**src/rtl/encoder4to2_pending_pkg.sv**
```systemverilog
// -----------------------------------------------------------------------------
// encoder4to2_pending_pkg
// Shared constants and types for the pending-request priority encoder.
//   REQ_W   : number of request lines
//   ENC_W   : width of the encoded index
//   state_e : handshake state (ST_IDLE = nothing presented, ST_HOLD = o valid)
// -----------------------------------------------------------------------------
`ifndef ENCODER4TO2_PENDING_PKG_SV
`define ENCODER4TO2_PENDING_PKG_SV

package encoder4to2_pending_pkg;

  localparam int REQ_W = 4;
  localparam int ENC_W = 2;

  typedef enum logic {
    ST_IDLE = 1'b0,
    ST_HOLD = 1'b1
  } state_e;

endpackage

`endif

```
**src/rtl/encoder4to2_pending_pri_enc.sv**
```systemverilog
// -----------------------------------------------------------------------------
// pri_enc4to2
// Combinational 4-to-2 priority encoder.
//   req[3:0] : request vector
//   idx[1:0] : index of the highest-priority set bit (00 when none set)
//   any      : at least one request bit is set
// LOW_FIRST = 0 gives bit 3 the highest priority; LOW_FIRST = 1 gives bit 0.
// -----------------------------------------------------------------------------
module pri_enc4to2
  import encoder4to2_pending_pkg::*;
#(
  parameter bit LOW_FIRST = 1'b0
) (
  input  logic [REQ_W-1:0] req,
  output logic [ENC_W-1:0] idx,
  output logic             any
);

  // NOTE: idx gets a default before the case so no path leaves it unassigned;
  // otherwise synthesis would infer a latch to hold its old value.
  always_comb begin
    idx = '0;
    any = |req;
    if (LOW_FIRST) begin
      casez (req)
        4'b???1: idx = 2'd0;
        4'b??10: idx = 2'd1;
        4'b?100: idx = 2'd2;
        4'b1000: idx = 2'd3;
        default: idx = 2'd0;
      endcase
    end else begin
      casez (req)
        4'b1???: idx = 2'd3;
        4'b01??: idx = 2'd2;
        4'b001?: idx = 2'd1;
        default: idx = 2'd0;
      endcase
    end
  end

endmodule

```
**src/rtl/encoder4to2_pending.sv**
```systemverilog
// -----------------------------------------------------------------------------
// encoder4to2_pending
// Registered 4-to-2 priority encoder with sticky pending requests and a
// valid/ack handshake. Requests on i (gated by En) accumulate in a pending
// register; the highest-priority one is presented on o with valid=1 and held
// stable until ack, at which point that bit is cleared and the next one is
// loaded without a bubble.
//   clk   : clock, rising edge
//   rst   : synchronous active-high reset
//   i     : request lines, level-sampled each clock
//   En    : capture enable for i
//   o     : index of the presented request (00 after reset, held while idle)
//   valid : o holds a pending request
//   ack   : consumer accepts o (ignored while valid=0)
//   busy  : OR of the pending register
// -----------------------------------------------------------------------------
module encoder4to2_pending
  import encoder4to2_pending_pkg::*;
#(
  parameter bit LOW_FIRST = 1'b0
) (
  input  logic             clk,
  input  logic             rst,
  input  logic [REQ_W-1:0] i,
  input  logic             En,
  output logic [ENC_W-1:0] o,
  output logic             valid,
  input  logic             ack,
  output logic             busy
);

  state_e            state_q, state_d;
  logic [REQ_W-1:0]  pend_q,  pend_d;
  logic [ENC_W-1:0]  o_q,     o_d;
  logic [REQ_W-1:0]  clr;
  logic [ENC_W-1:0]  sel;
  logic              sel_any;
  logic              take;

  // The presented bit is cleared only when the consumer actually accepts it.
  assign take = (state_q == ST_HOLD) && ack;
  assign clr  = take ? (REQ_W'(1) << o_q) : '0;

  // New requests are OR-ed in after the clear, so a re-request of the bit
  // being acknowledged survives and is served again later.
  assign pend_d = (pend_q & ~clr) | (i & {REQ_W{En}});

  pri_enc4to2 #(
    .LOW_FIRST (LOW_FIRST)
  ) u_pri_enc (
    .req (pend_d),
    .idx (sel),
    .any (sel_any)
  );

  always_comb begin
    state_d = state_q;
    o_d     = o_q;
    unique case (state_q)
      ST_IDLE: begin
        if (sel_any) begin
          o_d     = sel;
          state_d = ST_HOLD;
        end
      end
      ST_HOLD: begin
        // o is frozen until ack, even if a higher-priority request arrives.
        if (ack) begin
          if (sel_any) begin
            o_d = sel;
          end else begin
            state_d = ST_IDLE;
          end
        end
      end
      default: state_d = ST_IDLE;
    endcase
  end

  // NOTE: sequential state uses non-blocking assignments so every register
  // samples the pre-edge values regardless of statement order.
  always_ff @(posedge clk) begin
    if (rst) begin
      state_q <= ST_IDLE;
      pend_q  <= '0;
      o_q     <= '0;
    end else begin
      state_q <= state_d;
      pend_q  <= pend_d;
      o_q     <= o_d;
    end
  end

  assign o     = o_q;
  assign valid = (state_q == ST_HOLD);
  assign busy  = |pend_q;

endmodule

```
**config.mk**
```make
export PLATFORM = sky130hd
export DESIGN_NAME = encoder4to2_pending
export DESIGN_NICKNAME = d
export VERILOG_FILES = /design/src/rtl/encoder4to2_pending_pkg.sv /design/src/rtl/encoder4to2_pending_pri_enc.sv /design/src/rtl/encoder4to2_pending.sv
export SDC_FILE = /design/constraint.sdc
export NUM_CORES = 1
export LEC_CHECK = 0
export ABC_AREA = 1
export ABC_CLOCK_PERIOD_IN_PS = 1400
export CORE_MARGIN = 2
export CORE_UTILIZATION = 25
export CTS_CLUSTER_SIZE = 8
export DETAILED_ROUTE_END_ITERATION = 10
export HOLD_SLACK_MARGIN = 0.03
export PLACE_DENSITY_LB_ADDON = 0.05
export SETUP_SLACK_MARGIN = 0.5
export SLEW_MARGIN = 5
export SYNTH_ARGS = -nofsm -noshare
export SYNTH_HDL_FRONTEND = slang
export SYNTH_SLANG_ARGS = --single-unit
```
**constraint.sdc**
```tcl
create_clock -name clk -period 1.4 [get_ports clk]
set_input_delay 0.42 -clock clk [delete_from_list [all_inputs] [get_ports clk]]
set_output_delay 0.42 -clock clk [all_outputs]
set_load 0.02 [all_outputs]
```
==> flow_metrics.py <==
metrics = {
    "status": {
        "status": "finished with violations",
        "violations": "negative setup slack",
    },
    "global_route": {
        "antenna_found_initial": 0,
        "grt_util_met3_pct": 0,
        "grt_use_total_pct": 12.89,
        "overflow": 0,
        "grt_pass1_vias": 443,
        "use_met1_pct": 13.47,
        "gr-max-usage-layer": "met2",
        "grt_use_met2_pct": 21.54,
        "grt_pass1_wl_um": 1649,
        "grt_max_degree": 6,
    },
    "floorplan": {
        "die_area_um2": 1794,
        "boundaryPins": 12,
        "initial_core_util_pct": 27.58,
        "row_count": 13,
        "core_um2": 1334,
        "die_x_um": 42.36,
        "die_h_um": 42.36,
    },
    "finish": {
        "antenna_cells": 0,
        "final_design_area_no_fill_um2": 839.6,
        "drive_gt1_share_pct": 70.97,
        "num-fill-cells": 121,
        "syn_to_final_growth_pct": 128.2,
        "regArea_um2": 153.9,
        "multi_input_area_um2": 276.5,
        "final_cell_mix": "buf_6, nand2_2, buf_4, nand2_1, nor2_4",
        "layout_commonest_cell": "buf_6",
        "final_nets": 102,
        "final_cells": 108,
    },
    "run": {
        "cap_viol_max_count": 0,
    },
    "clocking": {
        "hold_buffers": 0,
        "cts-htree-levels": 1,
        "cts_tree": "built",
        "clk_latency_ns": 0.25,
        "path_clk_slew_ns": 0.05,
        "cts_root_buf": "clkbuf_4",
        "cts_buffer_depth": 2,
        "numCtsBuffers": 3,
        "cts.sinks": 7,
    },
    "setup_path": {
        "cp.required_ns": 0.98,
        "r2r-end": "o[0]",
        "r2r_start": "o[0]",
        "reg2reg_depth": 12,
        "crit_start": "pend_q[0]",
        "worstSetupPathType": "flip-flop to primary output",
        "end_kind": "primary output",
        "start_kind": "flip-flop",
        "crit_arrival_ns": 1.23,
        "path_max_fanout": 2,
        "r2r_setup_slack_ns": 0.09,
    },
    "logic_synthesis": {
        "synth_cell_types": 14,
        "synthXorXnorAreaFrac_pct": 0,
        "ys_seq_elements": 7,
        "synth_mux_area_share_pct": 0,
        "syn_inst": 56,
        "avgSynthCellArea_um2": 6.569,
        "yosys.area_share.simple_pct": 42.52,
        "synth-seq-area-share_pct": 38.10,
        "synth_top_family_by_area": "simple AND/OR/NAND/NOR gates",
        "synth-compound-area-share_pct": 10.20,
        "yosys.area_share.adder_pct": 0,
        "synth_nets": 64,
        "yosys_warnings": 0,
        "netlist_area_um2": 367.9,
    },
    "timing": {
        "min_period_ns": 1.648,
        "tightest_slew_ns": 0.1974,
        "grt_setup_unrepaired": "yes",
        "fin_crit_sh_pct": 117.7,
        "relSlewSlack_pct": 86.79,
        "drv_slew": 0,
        "fmax_ghz": 0.6067,
        "worst_slack_ns": -0.2481,
        "finClkSkew_ns": 0.002452,
        "setup_violations": 1,
        "hold_ws_ns": 0.5874,
        "hold_viol": 0,
    },
    "min_path": {
        "hold_depth": 4,
        "min-delay-start": "rst",
        "hold_end": "valid",
        "hold_class": "primary input to flip-flop",
    },
    "place": {
        "port_buffers": 11,
        "placed_area_um2": 596.8,
        "dpl.cell_count": 92,
        "hpwlAfterDp_um": 663.6,
        "place.gp.congestion": 0.7417,
    },
    "pwr": {
        "powerDensity_nw_per_um2": 862.9,
        "ir_drop_v": 0.0004156,
        "leakagePower_nw": 0.3980,
    },
    "detailed_routing": {
        "firstDrtPassIters": 1,
        "drt_iter0_drc": 0,
        "ant_nets": 0,
        "wl_per_cell_um": 10.18,
        "num_vias": 454,
        "routed_wl_um": 1099,
        "drcViolationCount": 0,
        "routed_via_density": 4.204,
    },
}
critical path: stages (launching register included):
cell     delay (ns)
dfxtp_2        0.31
or4_4          0.52
buf_6          0.14
state kept, by name, indices dropped and copies added (netlist names):
register  cells
pend_q        4
o             2
valid         1
metal layers:
layer / wire (um) / share of wire [%]
met3: 48 / 4.4
met5: 0 / 0
met4: 61 / 5.6
met1: 396 / 36
met2: 593 / 54
repair_timing:
| action | CTS | global route |
|---|---|---|
| pin swaps | 12 | 5 |
| resized for setup | 49 | 22 |
| endpoints found under the hold margin | 0 | 0 |
| setup endpoints to repair | 11 | 11 |
| setup buffers | 6 | 6 |
kinds of logic (layout without fill, tap and decap cells):
kind of cell | Yosys count | after routing
AND/OR/NAND/NOR | 34 | 34
buffers and inverters | 9 | 46
flip-flops | 7 | 7
AO/OA/AOI/OAI | 6 | 6
power by group:
part	internal, mW	switching, mW	total [mW]
combinational	0.172	0.143	0.315
clock	0.108	0.0701	0.179
sequential	0.219	0.0117	0.231
final cells by class:
cell class                 instances  share of cell area [%]
multi-input combinational         40                   32.94
clock buffer                       4                   3.130
sequential                         7                   18.33
timing repair buffer              33                   38.45
inverter                           9                   4.918
tap                               15                   2.235
synth_stat cells:
cell / count / area share, %
a21oi_1: 2 / 2.7
a21oi_2: 1 / 2.4
clkinv_1: 1 / 1.0
dfxtp_1: 7 / 38
inv_1: 7 / 7.1
inv_2: 1 / 1.0
nand2_1: 17 / 17
nand2_2: 6 / 10
nor2_1: 8 / 8.2
nor2_2: 1 / 1.7
nor2_4: 1 / 3.1
o21ai_1: 2 / 2.7
o21ai_2: 1 / 2.4
or4_1: 1 / 2.0
stage by stage:
step	total power [mW]	setup slack, ns	utilization [%]	setup TNS (ns)
finish	0.7245	-0.2481	62.95	-0.2481
CTS	0.6611	-0.2476	54.50	-0.2476
global placement	0.4337	-0.3754	44.75	-1.822
floorplan	0.3373	0.1252	-	0
detailed placement	0.4328	-0.3783	44.75	-1.822
global route	0.7792	-0.2800	62.95	-0.3668
how the worst max path moves through the flow:
| stage | depth (start not counted) | endpoint |
|---|---|---|
| 4_1_cts | 2 | busy |
| 2_1_floorplan | 1 | busy |
| 5_1_grt | 2 | busy |
| 3_5_place_dp | 10 | o[0] |
| 3_3_place_gp | 9 | o[1] |
| 6_report | 2 | busy |
Note: power is estimated with default switching activity, not from simulation.
